--- src/rtl/pokey_ctrl_responder.sv ---
// Controller-side stand-in for the POKEY keypad and paddle interface: answers the
// key scan on kr1_L and emulates paddle RC charge time on pot_scan_2.
module pokey_ctrl_responder #(
    parameter int HOLD_SCANS = 2,
    parameter int POT_MAX    = 228
) (
    input  logic       o2,
    input  logic       rst,
    input  logic [3:0] key_scan_L,
    output logic       kr1_L,
    input  logic [3:0] key_code,
    input  logic       key_req,
    output logic       key_busy,
    input  logic [1:0] pot_rel,
    input  logic       pot_tick,
    input  logic [7:0] pot_val0,
    input  logic [7:0] pot_val1,
    output logic [1:0] pot_scan_2,
    input  logic [1:0] btn,
    output logic [1:0] side_but
);
    typedef enum logic [1:0] {KEY_IDLE, KEY_ARM, KEY_HOLD, KEY_RELEASE} key_state_t;
    typedef enum logic [1:0] {POT_DUMP, POT_CHARGE, POT_DONE} pot_state_t;

    localparam logic [3:0] HOLD_LIMIT = 4'(HOLD_SCANS);
    localparam logic [8:0] POT_LIMIT  = 9'(POT_MAX);

    logic [3:0] scan;
    logic [3:0] scan_prev_reg;
    logic       wrap;
    key_state_t key_state_reg, key_state_next;
    logic [3:0] code_reg, code_next;
    logic [3:0] wrap_cnt_reg, wrap_cnt_next;
    logic       kr1_reg, kr1_next;
    logic [1:0] side_reg;
    logic [7:0] pot_val [2];

    assign scan = ~key_scan_L;
    // A wrap marks the boundary between two complete 16-key scans.
    assign wrap = (scan_prev_reg == 4'd15) && (scan == 4'd0);

    always_ff @(posedge o2) begin
        if (rst) begin
            scan_prev_reg <= 4'd0;
            key_state_reg <= KEY_IDLE;
            code_reg      <= 4'd0;
            wrap_cnt_reg  <= 4'd0;
            kr1_reg       <= 1'b1;
            side_reg      <= 2'b11;
        end else begin
            scan_prev_reg <= scan;
            key_state_reg <= key_state_next;
            code_reg      <= code_next;
            wrap_cnt_reg  <= wrap_cnt_next;
            kr1_reg       <= kr1_next;
            side_reg      <= ~btn;
        end
    end

    always_comb begin
        key_state_next = key_state_reg;
        code_next      = code_reg;
        wrap_cnt_next  = wrap_cnt_reg;
        case (key_state_reg)
            KEY_IDLE: begin
                if (key_req) begin
                    code_next      = key_code;
                    key_state_next = KEY_ARM;
                end
            end
            KEY_ARM: begin
                // Wait for a scan boundary so the press covers only whole scans.
                if (wrap) begin
                    wrap_cnt_next  = 4'd0;
                    key_state_next = KEY_HOLD;
                end
            end
            KEY_HOLD: begin
                if (wrap) begin
                    wrap_cnt_next = wrap_cnt_reg + 4'd1;
                    if (wrap_cnt_reg + 4'd1 == HOLD_LIMIT) begin
                        key_state_next = KEY_RELEASE;
                    end
                end
            end
            KEY_RELEASE: begin
                if (wrap) begin
                    key_state_next = KEY_IDLE;
                end
            end
            default: key_state_next = KEY_IDLE;
        endcase
        kr1_next = !((key_state_reg == KEY_HOLD) && (scan == code_reg));
    end

    assign kr1_L    = kr1_reg;
    assign key_busy = (key_state_reg != KEY_IDLE);
    assign side_but = side_reg;

    assign pot_val[0] = pot_val0;
    assign pot_val[1] = pot_val1;

    genvar gi;
    generate
        for (gi = 0; gi < 2; gi++) begin : g_pot
            pot_state_t state_reg, state_next;
            logic [7:0] cnt_reg, cnt_next;
            logic [7:0] tgt_reg, tgt_next;
            logic       scan_reg;

            always_comb begin
                state_next = state_reg;
                cnt_next   = cnt_reg;
                tgt_next   = tgt_reg;
                // A held-low release dumps the capacitor from any state, even on a tick.
                if (!pot_rel[gi]) begin
                    state_next = POT_DUMP;
                    cnt_next   = 8'd0;
                end else begin
                    case (state_reg)
                        POT_DUMP: begin
                            tgt_next   = pot_val[gi];
                            state_next = (pot_val[gi] == 8'd0) ? POT_DONE : POT_CHARGE;
                        end
                        POT_CHARGE: begin
                            if (pot_tick) begin
                                if (cnt_reg != 8'hFF) begin
                                    cnt_next = cnt_reg + 8'd1;
                                end
                                if (({1'b0, tgt_reg} < POT_LIMIT) &&
                                    ({1'b0, cnt_reg} + 9'd1 == {1'b0, tgt_reg})) begin
                                    state_next = POT_DONE;
                                end
                            end
                        end
                        POT_DONE: state_next = POT_DONE;
                        default:  state_next = POT_DUMP;
                    endcase
                end
            end

            always_ff @(posedge o2) begin
                if (rst) begin
                    state_reg <= POT_DUMP;
                    cnt_reg   <= 8'd0;
                    tgt_reg   <= 8'd0;
                    scan_reg  <= 1'b0;
                end else begin
                    state_reg <= state_next;
                    cnt_reg   <= cnt_next;
                    tgt_reg   <= tgt_next;
                    scan_reg  <= (state_next == POT_DONE);
                end
            end

            assign pot_scan_2[gi] = scan_reg;
        end
    endgenerate
endmodule

--- config.mk ---
export PLATFORM = sky130hd
export DESIGN_NAME = pokey_ctrl_responder
export DESIGN_NICKNAME = d
export VERILOG_FILES = /design/src/rtl/pokey_ctrl_responder.sv
export SDC_FILE = /design/constraint.sdc
export NUM_CORES = 1
export LEC_CHECK = 0
export ABC_AREA = 1
export BUFFER_PORTS_ARGS = -buffer_cell sky130_fd_sc_hd__clkbuf_2
export CAP_MARGIN = 30
export CORE_ASPECT_RATIO = 1.4
export CORE_MARGIN = 2
export CORE_UTILIZATION = 57
export DETAILED_ROUTE_END_ITERATION = 16
export PLACE_DENSITY_LB_ADDON = 0.05
export SKIP_CTS_REPAIR_TIMING = 1
export SLEW_MARGIN = 20
export SYNTH_ARGS = -nofsm -noshare
export SYNTH_HDL_FRONTEND = slang
export SYNTH_SLANG_ARGS = --single-unit
--- constraint.sdc ---
create_clock -name o2 -period 1.7 [get_ports o2]
set_input_delay 0.255 -clock o2 [delete_from_list [all_inputs] [get_ports o2]]
set_output_delay 0.255 -clock o2 [all_outputs]
set_load 0.005 [all_outputs]
==> results by group <==
Timing
  – Final hold viol count: 0
  – RSZ-0062 raised after global routing: true
  – Hold slack: 97.8 ps
  – Max Slew Vio Count: 0
  – # setup viols final: 0
  – Fmax: 0.611 GHz
  – Final period util: 96.3%
  – Total Neg Setup Slack: 0 ps
  – Worst Skew: 9.37 ps
  – Max-slew headroom: 66.5%
  – Worst slew pin tran: 501 ps
  – Min Clock Period, post-route: 1640 ps

Synth
  – Mapped Nets: 446
  – Yosys cell types: 34
  – Sequential area share after synthesis: 39.4%
  – Mapped Cells: 405
  – Synthesis Warnings: 0
  – Syn Area/Cell: 6.90 um^2
  – #FFs+latches synth: 55
  – Synthesized area: 2800 um^2

Placed design
  – Dpl cells: 504
  – Port bufs: 37
  – Post-DP HPWL: 4870 um
  – Area post-placement: 3070 um^2
  – GP Congestion: 0.885

Global route
  – Initial antenna violation count: 0
  – First-pass GRT wire length: 10400 um
  – Total gr overflow: 0
  – Number of global-route vias before repair: 2566
  – Largest net degree at the start of global routing: 17
  – Total track usage: 23.8%

Clocking
  – CTS root buf: clkbuf_8
  – CTS tree: yes
  – Clock-pin transition on the worst setup and hold timing paths: 100 ps
  – H-Tree Depth: 2
  – Clk Latency, worst-skew pair: 310 ps
  – Worst-case clock buffer depth: 2
  – TritonCTS Buffers: 5
  – Num Clock Sinks: 55

Routing
  – Routed Antenna Nets: 0
  – Drt total wl: 6240 um
  – Routed length per placed instance: 12.2 um
  – Vias: 2697
  – Routed vias/inst: 5.27
  – TritonRoute pass-1 iters: 4
  – DRC Markers: 0
  – Iter 0 DRT Violations: 71

Floorplan
  – Chip width: 63.2 um
  – Core box area: 4800 um^2
  – I/O pin cnt: 38
  – Die H: 86.9 um
  – Initial core utilization: 58.2%
  – Full die area: 5490 um^2
  – Core Rows: 30

Critical path
  – Max Fanout on Critical Path: 4
  – Worst Setup Path Type: reg2reg
  – CP Launch Type: register
  – CP required: 1910 ps
  – R2r setup slk: 60 ps
  – Critical Path End Type: register
  – Critical Path AT: 1840 ps

Power
  – Combinational Power Share: 22.0%
  – Leakage: 1.46 nW
  – VDD IR max: 0.000756 V
  – Net Sw Frac: 29.4%
  – Total power: 2.95 mW
  – Internal power: 2.08 mW
  – PD cells: 903 nW/um^2
  – Sequential share of power: 49.4%
  – Psw: 866 uW
  – Clock power frac: 28.5%

Finish
  – Area grow syn2layout: 16.8%
  – Layout fillers: 448
  – Cell Count, Final, Fillers Out: 512
  – # nets final: 489
  – Layout cell share with drive strength beyond 1: 19.6%
  – Ant. Diodes: 0
  – Register Area: 1120 um^2
  – Fin area: 3270 um^2
  – Multi-input logic area: 1540 um^2

Worst hold path
  – Hold crit path type: in2reg

Outcome
  – Status: complete, no violations

Job
  – Max Cap Viol: 0
-- power groups by stage --
| stage | logic (mW) | registers [mW] | clock network (mW) |
|---|---|---|---|
| floorplan | 0.419 | 1.47 | 0 |
| CTS | 0.613 | 1.46 | 0.853 |
| detailed placement | 0.608 | 1.49 | 0 |
| global placement | 0.583 | 1.48 | 0 |
| global route | 0.757 | 1.47 | 0.898 |
| finish | 0.650 | 1.46 | 0.841 |
-- metal layers --
layer / global-route usage [%] / vias up / wire length [um]
li1: - / 1396 / -
met1: 24.7 / 1223 / 2550
met2: 47.7 / 68 / 3310
met3: 3.75 / 10 / 264
met4: 8.30 / 0 / 113
met5: 0 / - / 0
-- area by class of cell --
type / instances / area share [%]
clock buffers: 6 / 2.22
well taps: 64 / 2.45
flip-flops and latches: 55 / 34.2
multi-input cells: 292 / 47.2
inverters: 50 / 5.75
clock inverters: 1 / 0.920
repair buffers: 44 / 7.28
-- Yosys cell counts --
library cell   n  area share, %
o2111ai_1      1           0.31
buf_4          2           0.54
inv_1         46            6.2
nor2_4         1           0.40
nor3_4         1           0.58
nand2_1       87             12
nor2_1        52            7.0
a21oi_1       37            6.6
inv_2          4           0.54
o211ai_1       1           0.27
clkbuf_1       5           0.67
nor2_2         5            1.1
nand2_2        1           0.22
o21ai_1        3           0.54
nand3_1       24            4.3
xnor2_1        3           0.94
a221oi_1       1           0.31
xnor3_1        1           0.81
nand4_1        1           0.22
o21a_1         1           0.27
a31oi_1        2           0.45
dfxtp_1       55             39
buf_2          1           0.18
a211oi_1       1           0.27
nand3b_1       1           0.27
ha_1           9            4.0
and3_1         2           0.45
nor4_1         2           0.45
or2_2          2           0.45
xor2_1         5            1.6
nand3_2        2           0.72
nor3_1         2           0.36
or3_1          1           0.22
o21ai_0       43            7.7
-- metrics by stage --
| step | util [%] | worst slack, ps |
|---|---|---|
| 2_1_floorplan | - | 122 |
| 3_3_place_gp | 63.8 | 80.1 |
| 3_5_place_dp | 63.8 | 4.27 |
| 4_1_cts | 66.0 | -4.90 |
| 5_1_grt | 68.0 | -27.6 |
| 6_report | 68.0 | 62.9 |
-- worst max-delay path: stages (launching register included) --
cell     delay (ps)
dfxtp_4         370
ha_4            270
inv_2            40
nand2_2          40
nand2_1          40
nor2_1           90
nand3_1          90
nor2_1          140
nand2_1          80
nor2_2          150
nand3_1         100
nand2_1          70
a21oi_1          60
-- logic make-up (layout without fill, tap and decap cells) --
logic type,Yosys count,after routing,synth area share (%)
and+or+nand+nor,184,184,28.4
adders and majority gates,9,9,4.03
buffers and inverters,58,101,8.10
DFF,55,55,39.4
AOI/OAI and AO/OA,90,90,16.7
xor gates and xnor gates,9,9,3.31
-- path summary, 6_finish.rpt --
path / startpoint / to / cells after the start
setup / recovery: g_pot[1].cnt_reg[0]$_SDFFE_PP0P_ / g_pot[1].state_reg[0]$_SDFF_PP0_ / 12
setup reg to reg: g_pot[1].cnt_reg[0]$_SDFFE_PP0P_ / g_pot[1].state_reg[0]$_SDFF_PP0_ / 12
hold / removal: btn[0] / side_but[0]$_SDFF_PP1_ / 2
hold reg to reg: g_pot[0].cnt_reg[0]$_SDFFE_PP0P_ / g_pot[0].cnt_reg[0]$_SDFFE_PP0P_ / 1
-- layout by cell type, fill, tap and decap left out, types with 3 or more instances in the layout --
master    netlist  routed
a21oi_1        37      34
a21oi_2         0       3
buf_4           2       7
clkbuf_2        0      37
clkbuf_8        0       5
dfxtp_1        55      46
dfxtp_2         0       7
ha_1            9       7
inv_1          46      45
inv_2           4       5
nand2_1        87      84
nand2_2         1       3
nand3_1        24      23
nand3_2         2       3
nor2_1         52      51
nor2_2          5       5
o21ai_0        43      38
o21ai_1         3       7
xnor2_1         3       3
xor2_1          5       4
Note: power is estimated with default switching activity, not from simulation.
